### config.mk
export PLATFORM = sky130hd
export DESIGN_NAME = seg7_multidigit_ctrl
export DESIGN_NICKNAME = d
export VERILOG_FILES = /design/src/rtl/seg7_multidigit_ctrl.sv
export SDC_FILE = /design/constraint.sdc
export NUM_CORES = 1
export LEC_CHECK = 0
export CAP_MARGIN = 30
export CORE_MARGIN = 2
export CORE_UTILIZATION = 60
export CTS_CLUSTER_SIZE = 25
export DETAILED_ROUTE_END_ITERATION = 6
export DONT_BUFFER_PORTS = 1
export GPL_ROUTABILITY_DRIVEN = 0
export MAX_ROUTING_LAYER = met4
export PLACE_DENSITY_LB_ADDON = 0.25
export SYNTH_ARGS = -nofsm -noshare
export SYNTH_HDL_FRONTEND = slang
export SYNTH_SLANG_ARGS = --single-unit
### constraint.sdc
create_clock -name clk -period 2.7 [get_ports clk]
set_input_delay 0.405 -clock clk [delete_from_list [all_inputs] [get_ports clk]]
set_output_delay 0.405 -clock clk [all_outputs]
set_load 0.01 [all_outputs]
### src/rtl/seg7_multidigit_ctrl.sv
// Registered multi-digit 7-segment controller for direct-drive HEX displays.
// Hex or decimal display; decimal mode uses a sequential double-dabble converter.
module seg7_multidigit_ctrl #(
    parameter int NDIG      = 4,
    parameter bit BLANK_DEF = 1'b1
) (
    input  logic                clk,
    input  logic                rst_n,
    input  logic                load,
    input  logic [4*NDIG-1:0]   value,
    input  logic                mode_dec,
    input  logic                blank_en,
    output logic                busy,
    output logic                overflow,
    output logic [7*NDIG-1:0]   seg
);

    localparam int W    = 4 * NDIG;
    localparam int NBCD = NDIG + NDIG / 4 + 1;
    localparam int BW   = 4 * NBCD;
    localparam int CW   = $clog2(W + 1);

    localparam logic [CW-1:0]     CNT_INIT = CW'(W);
    localparam logic [7*NDIG-1:0] SEG_RST  = {{(NDIG-1){7'h7F}}, 7'h40};

    typedef enum logic [1:0] {
        IDLE,
        CONV,
        DONE
    } state_t;

    state_t            state;
    logic [W-1:0]      val_q;
    logic              mode_q;
    logic              blank_q;
    logic [BW-1:0]     bcd;
    logic [W-1:0]      shreg;
    logic [CW-1:0]     cnt;

    logic [BW-1:0]     bcd_adj;
    logic [3:0]        nib [NDIG];
    logic              ovf_next;
    logic              lead_zero;
    logic [7*NDIG-1:0] seg_next;

    // Active-low {g,f,e,d,c,b,a} glyphs for one hex nibble.
    function automatic logic [6:0] hex7(input logic [3:0] n);
        case (n)
            4'h0:    hex7 = 7'h40;
            4'h1:    hex7 = 7'h79;
            4'h2:    hex7 = 7'h24;
            4'h3:    hex7 = 7'h30;
            4'h4:    hex7 = 7'h19;
            4'h5:    hex7 = 7'h12;
            4'h6:    hex7 = 7'h02;
            4'h7:    hex7 = 7'h78;
            4'h8:    hex7 = 7'h00;
            4'h9:    hex7 = 7'h10;
            4'hA:    hex7 = 7'h08;
            4'hB:    hex7 = 7'h03;
            4'hC:    hex7 = 7'h46;
            4'hD:    hex7 = 7'h21;
            4'hE:    hex7 = 7'h06;
            default: hex7 = 7'h0E;
        endcase
    endfunction

    // NOTE: every always_comb output gets a default first, so no path can infer a latch.
    always_comb begin
        bcd_adj = bcd;
        for (int k = 0; k < NBCD; k++) begin
            if (bcd[4*k +: 4] >= 4'd5)
                bcd_adj[4*k +: 4] = bcd[4*k +: 4] + 4'd3;
        end
    end

    always_comb begin
        for (int i = 0; i < NDIG; i++)
            nib[i] = mode_q ? bcd[4*i +: 4] : val_q[4*i +: 4];
    end

    // Any non-zero BCD digit above the displayed ones means the value does not fit.
    always_comb ovf_next = mode_q && (|bcd[BW-1:W]);

    always_comb begin
        seg_next  = '0;
        lead_zero = 1'b1;
        for (int i = NDIG - 1; i >= 0; i--) begin
            lead_zero = lead_zero && (nib[i] == 4'd0);
            if (ovf_next)
                seg_next[7*i +: 7] = 7'h3F;
            else if (blank_q && lead_zero && (i != 0))
                seg_next[7*i +: 7] = 7'h7F;
            else
                seg_next[7*i +: 7] = hex7(nib[i]);
        end
    end

    // NOTE: sequential state uses <= so every register samples the pre-edge values.
    always_ff @(posedge clk) begin
        if (!rst_n) begin
            state    <= IDLE;
            busy     <= 1'b0;
            overflow <= 1'b0;
            blank_q  <= BLANK_DEF;
            seg      <= SEG_RST;
            val_q    <= '0;
            mode_q   <= 1'b0;
            bcd      <= '0;
            shreg    <= '0;
            cnt      <= '0;
        end else begin
            case (state)
                IDLE: begin
                    if (load) begin
                        val_q   <= value;
                        mode_q  <= mode_dec;
                        blank_q <= blank_en;
                        busy    <= 1'b1;
                        if (mode_dec) begin
                            bcd   <= '0;
                            shreg <= value;
                            cnt   <= CNT_INIT;
                            state <= CONV;
                        end else begin
                            state <= DONE;
                        end
                    end
                end
                CONV: begin
                    bcd   <= {bcd_adj[BW-2:0], shreg[W-1]};
                    shreg <= {shreg[W-2:0], 1'b0};
                    cnt   <= cnt - CW'(1);
                    if (cnt == CW'(1))
                        state <= DONE;
                end
                DONE: begin
                    seg      <= seg_next;
                    overflow <= ovf_next;
                    busy     <= 1'b0;
                    state    <= IDLE;
                end
                default: state <= IDLE;
            endcase
        end
    end

endmodule

# --- Word level (Yosys, flattened, before mapping) ---
# Memories as Yosys holds them, arrays and structs flattened.
# Index checks and enable logic that the tools add are counted.
classes:
  n_mul: 0
  n_bitwise: 0
  n_div: 0
  n_eq_ne: 6
  order_cmp: 6
  n_reduce_logical: 17
  mux: 32
  n_shift: 0
  addsub: 7
ops:
  columns: ["operator", "n"]
  rows:
  - ["7-bit two-way mux", 7]
  - ["24-bit two-way mux", 2]
  - ["24-bit case mux with 2 select lines", 1]
  - ["4-bit two-way mux", 9]
  - ["16-bit two-way mux", 2]
  - ["16-bit case mux with 2 select lines", 1]
  - ["4-bit by 3-bit greater-or-equal comparator with 1-bit output (second input constant)", 6]
  - ["4-bit by 2-bit adder with 4-bit output (second input constant)", 5]
  - ["4-bit logical NOT", 3]
  - ["5-bit two-way mux", 2]
  - ["5-bit case mux with 2 select lines", 1]
  - ["8-bit OR reduction", 1]
  - ["1-bit logical AND", 6]
  - ["2-bit two-way mux", 3]
  - ["2-bit inequality test (second input constant)", 3]
  - ["2-bit AND reduction", 3]
  - ["5-bit by 1-bit equality test with 1-bit output (second input constant)", 1]
  - ["5-bit by 1-bit subtractor with 5-bit output (second input constant)", 1]
  - ["2-bit case mux with 2 select lines", 1]
  - ["2-bit nonzero test", 2]
  - ["3-bit by 2-bit adder with 3-bit output (second input constant)", 1]
  - ["3-bit two-way mux", 1]
  - ["3-bit AND reduction", 1]
  - ["2-bit by 1-bit equality test with 1-bit output (second input constant)", 1]
  - ["4 further kinds", 4]
totals:
  register_bits: 95
  out_inout_bits: 30
  inputBits: 21
  n_memories: 4
  mem_bits_rw: 0
  mem_bits_ro: 448
  latch_bits: 0
  wordCells: 82
mem_list:
  columns: ["name", "depth", "word_bits", "read_ports", "rd_ports_with_merged_regs", "wr", "line", "rtl"]
  rows:
  - ["(no name shown)", 16, 7, 1, 0, 0, "48", "case (n)"]
  - ["(no name shown)", 16, 7, 1, 0, 0, "48", null]
  - ["(no name shown)", 16, 7, 1, 0, 0, "48", null]
  - ["(no name shown)", 16, 7, 1, 0, 0, "48", null]

# --- Depth between registers and ports, before layout ---
depth:
  word_depth: 7
  ltp_mapped: 11
  mapped_depth_nobuf: 8

# --- Least setup slack after synthesis ---
# No wires, ideal clock.
synth_path:
  path_type: "register to register"
  start: "register mode_q"
  end: "register seg[21]"
  stages_incl_launch_ff: 11
  t_required_ns: 2.565
  arrival_ns: 2.359
  path_buffers: 3
  setup_ns: 0.135
  setup_slack_ns: 0.206
  period_less_slack_ns: 2.494
  path_cell_list: "dfxtp_1 -> buf_2 -> buf_6 -> buf_2 -> mux2i_1 -> inv_1 -> ha_1 -> mux2_2 -> a22o_1 -> a211oi_1 -> o21ai_0"
synth_via:
  elab_chain_cells: 5
  elab_cells_between_ends: 7
  classes_between: "3 x mux; 3 x reduce/logical; 1 x memory"
synth_rtl:
  columns: ["item", "line", "rtl"]
  rows:
  - ["from (decl)", "34", "logic mode_q;"]
  - ["from (signal assigned)", "117", "mode_q <= mode_dec;"]
  - ["parallel branches: the longest is 4 deep, another holds memory read 16 x 7 bit", null, null]
  - ["7-bit two-way mux *", "90", "if (ovf_next)"]
  - ["to (signal assigned)", "138", "seg <= seg_next;"]
  - ["to (decl)", "15", "output logic [7*NDIG-1:0] seg"]
# Every way passes the cells marked *.
# A chain may end at the register's enable or synchronous reset.

# --- Final worst setup path ---
layout_path:
  start: "register mode_q"
  end: "register seg[17]"
layout_via:
  elab_chain_cells: 6
  elab_cells_between_ends: 10
  classes_between: "4 x mux; 5 x reduce/logical; 1 x memory"
layout_rtl:
  columns: ["item", "line"]
  rows:
  - ["parallel branches: the longest is 5 deep, another holds memory read 16 x 7 bit", null]
  - ["7-bit two-way mux *", "90"]
# Marked as above.

==> results.yml <==
synth:
  synth_area_um2: 5180
  yosysMostFrequentCell: "dfxtp_1"
  syn_inst: 611
  synthTopCellsByArea: "dfxtp_1, ha_1, a21oi_1"
  synth_edf_count: 0
  ys_seq_area_share_pct: 36.7
  synth.area.mux_share_pct: 8.13
  synth_area_per_cell_um2: 8.49
  yosys.area_share.simple_pct: 16.0
  synth-compound-area-share_pct: 21.6
  synth-xor-area-share_pct: 2.03
  ys_ff_latch: 95
  async_flop_share_pct: 0
  synth_top_family_by_area: "compound AO/OA/AOI/OAI gates"
  synthFlopType: "dfxtp_1"
  synth.distinct_cells: 50
  ys_warn_count: 0
  synth_fa_ha_area_share_pct: 10.1
  syn_nets: 674
  synth.top_cell.area_share_pct: 36.7
  synth_top_cell_by_area: "dfxtp_1"
  synth_common_cells: "dfxtp_1, nand2_1, nor2_1"
die:
  die_height_um: 97.0
  die_area_um2: 9400
  ios: 51
  design.core.area_um2: 8300
  rows: 33
  die_w_um: 97.0
  start_util_pct: 62.5
clock_network:
  cts_made_buffers: 9
  cts_resized: 0
  cts_hold_buf: 0
  cts.sinks: 95
  cts_tree: "yes"
  clock_path_buffers: 2
  path_clk_slew_ps: 90
  cts_root_buf: "clkbuf_8"
  clk_latency_ps: 350
  htree_levels: 3
  postCtsSetupRepairBufs: 0
critical_path:
  crit_required_ps: 2950
  r2r_slack_ps: 270
  path_max_fanout: 8
  cp.arrival_ps: 2680
  crit_type: "reg -> reg"
  path_cells: "buf_4 -> mux2i_1 -> inv_1 -> ha_1 -> mux4_2 -> o32ai_1 -> nand2_1"
  timing.rr.start: "mode_q"
  cp-endpoint: "seg[17]"
  worst_path_max_delay_cell: "mux2i_1"
  timing.rr.end: "seg[17]"
  slowest_delay_ps: 530
  setup.worst_path.start: "mode_q"
  rr_worst_depth: 7
  end_kind: "flip-flop"
  start_kind: "flip-flop"
power_and_ir_drop:
  power_frac_clock_pct: 29.8
  combPwrFrac_pct: 18.0
  peakVddDrop_mv: 0.312
  netSwitchingPower_uw: 900
  p_seq_share_pct: 52.2
  powerDensity_nw_per_um2: 552
  p_int_uw: 2120
  switching_share_pct: 29.8
  power_leakage_uw: 0.00212
routing:
  vias_per_cell: 6.10
  drt_iter0_drc: 284
  routed_wirelength_um: 11500
  vias: 4346
  drc: 0
  ant_nets: 0
  firstDrtPassIters: 5
  detail_route.wl_per_cell_um: 16.2
global_routing:
  grt_pass1_vias: 4087
  grt_max_degree: 65
  grt.overflow.total: 0
  antenna_found_initial: 0
  grt.total_usage_pct: 25.2
  grt_pass1_wl_um: 19200
final_layout:
  nNetsFinal: 665
  drive_above_1_share_pct: 9.56
  diodes: 0
  area_growth_pct: 5.65
  design_area_um2: 5480
sta:
  final.setup_skew_ps: 9.80
  finalSetupTns_ps: 0
  finalHoldViolations: 0
  rsz0062_at_grt: "false"
  fin_crit_sh_pct: 89.8
  fmax_mhz: 412
  setup_viol: 0
  slew_headroom_pct: 46.6
  drv_slew: 0
  max_slew.worst_pin.slew_ps: 802
  min_period_ps: 2430
place:
  dpl_cell_area_um2: 5280
  place_hpwl_um: 8270
  io_buffers: 0
status:
  status: "completed"
job:
  drv_cap: 0
hold_path:
  holdCritPathClass: "in -> reg"
-- placed cells by master, fill, tap and decap left out, types with 4 or more instances in the layout --
cell type / instances
xnor2_1: 8
o21ai_0: 38
nand2b_1: 12
a311oi_1: 4
a31oi_1: 7
a21oi_1: 56
nor3_1: 23
mux2i_1: 18
xor2_1: 4
clkbuf_8: 12
inv_1: 32
buf_4: 16
nor3b_1: 4
a22oi_1: 13
ha_1: 42
nand2_1: 63
a221oi_1: 4
o22ai_1: 4
mux2_2: 13
nand3_1: 12
a222oi_1: 14
a211oi_1: 5
dfxtp_1: 95
o32ai_1: 4
nor2_1: 59
-- flip-flops by register name, summed over array words and instances, names as in the netlist --
name      count
state         2
overflow      1
cnt           5
mode_q        1
bcd          24
blank_q       1
busy          1
shreg        16
val_q        16
seg          28
-- power by group through the flow --
stage | clock [uW] | sequential, uW | combinational (uW)
global placement | 0 | 1610 | 519
global route | 969 | 1590 | 607
CTS | 915 | 1580 | 541
floorplan | 0 | 1590 | 433
finish | 900 | 1580 | 544
detailed placement | 0 | 1610 | 539
-- critical path, delay by kind of cell (launching register included) --
| family | cells | cell delay, ps |
|---|---|---|
| muxes | 2 | 990 |
| DFF | 1 | 410 |
| buffers and inverters | 2 | 370 |
| adders and majority gates | 1 | 250 |
| AOI/OAI and AO/OA | 1 | 230 |
| and+or+nand+nor | 1 | 70 |
-- through the flow --
| stage | setup slack [ps] | hold slack (ps) | cells | util (%) | power (uW) |
|---|---|---|---|---|---|
| floorplan | 206 | 434 | 611 | - | 2020 |
| global placement | 422 | 448 | 696 | 63.7 | 2130 |
| detailed placement | 294 | 454 | 696 | 63.7 | 2150 |
| CTS | 291 | 96.2 | 712 | 66.0 | 3030 |
| global route | 103 | 90.9 | 712 | 66.0 | 3170 |
| finish | 274 | 109 | 712 | 66.0 | 3020 |
-- logic make-up after synthesis --
logic type | Yosys count
adders and majority gates | 42
buffers and inverters | 69
AOI/OAI and AO/OA | 172
and+or+nand+nor | 185
xor gates and xnor gates | 12
muxes | 36
DFF | 95
-- layer usage --
metal  wire (um)  share of wire [%]  track usage [%]
met1        5350                 46             32.8
met3         736                6.4             4.26
met4         153                1.3             7.48
met5           0                  0                -
met2        5290                 46             40.3
-- area by class of cell --
cell class / instances / area [um2]
multi-input cells: 447 / 3010
fillers: 694 / 2820
flip-flops and latches: 95 / 1900
clock buffers: 13 / 169
well taps: 105 / 131
inverters: 33 / 124
repair buffers: 16 / 120
clock inverters: 3 / 25.0
-- worst min-delay path by stage --
stage / from / to / slack (ps) / depth (start not counted)
final: rst_n / seg[16] / 110 / 1
after global routing: rst_n / seg[23] / 90 / 1
after CTS: rst_n / seg[16] / 100 / 1
after detailed placement: val_q[13] / val_q[13] / 450 / 2
after global placement: val_q[1] / val_q[1] / 450 / 2
after floorplan: val_q[0] / val_q[0] / 430 / 2
(Power assumes the default switching activity.)
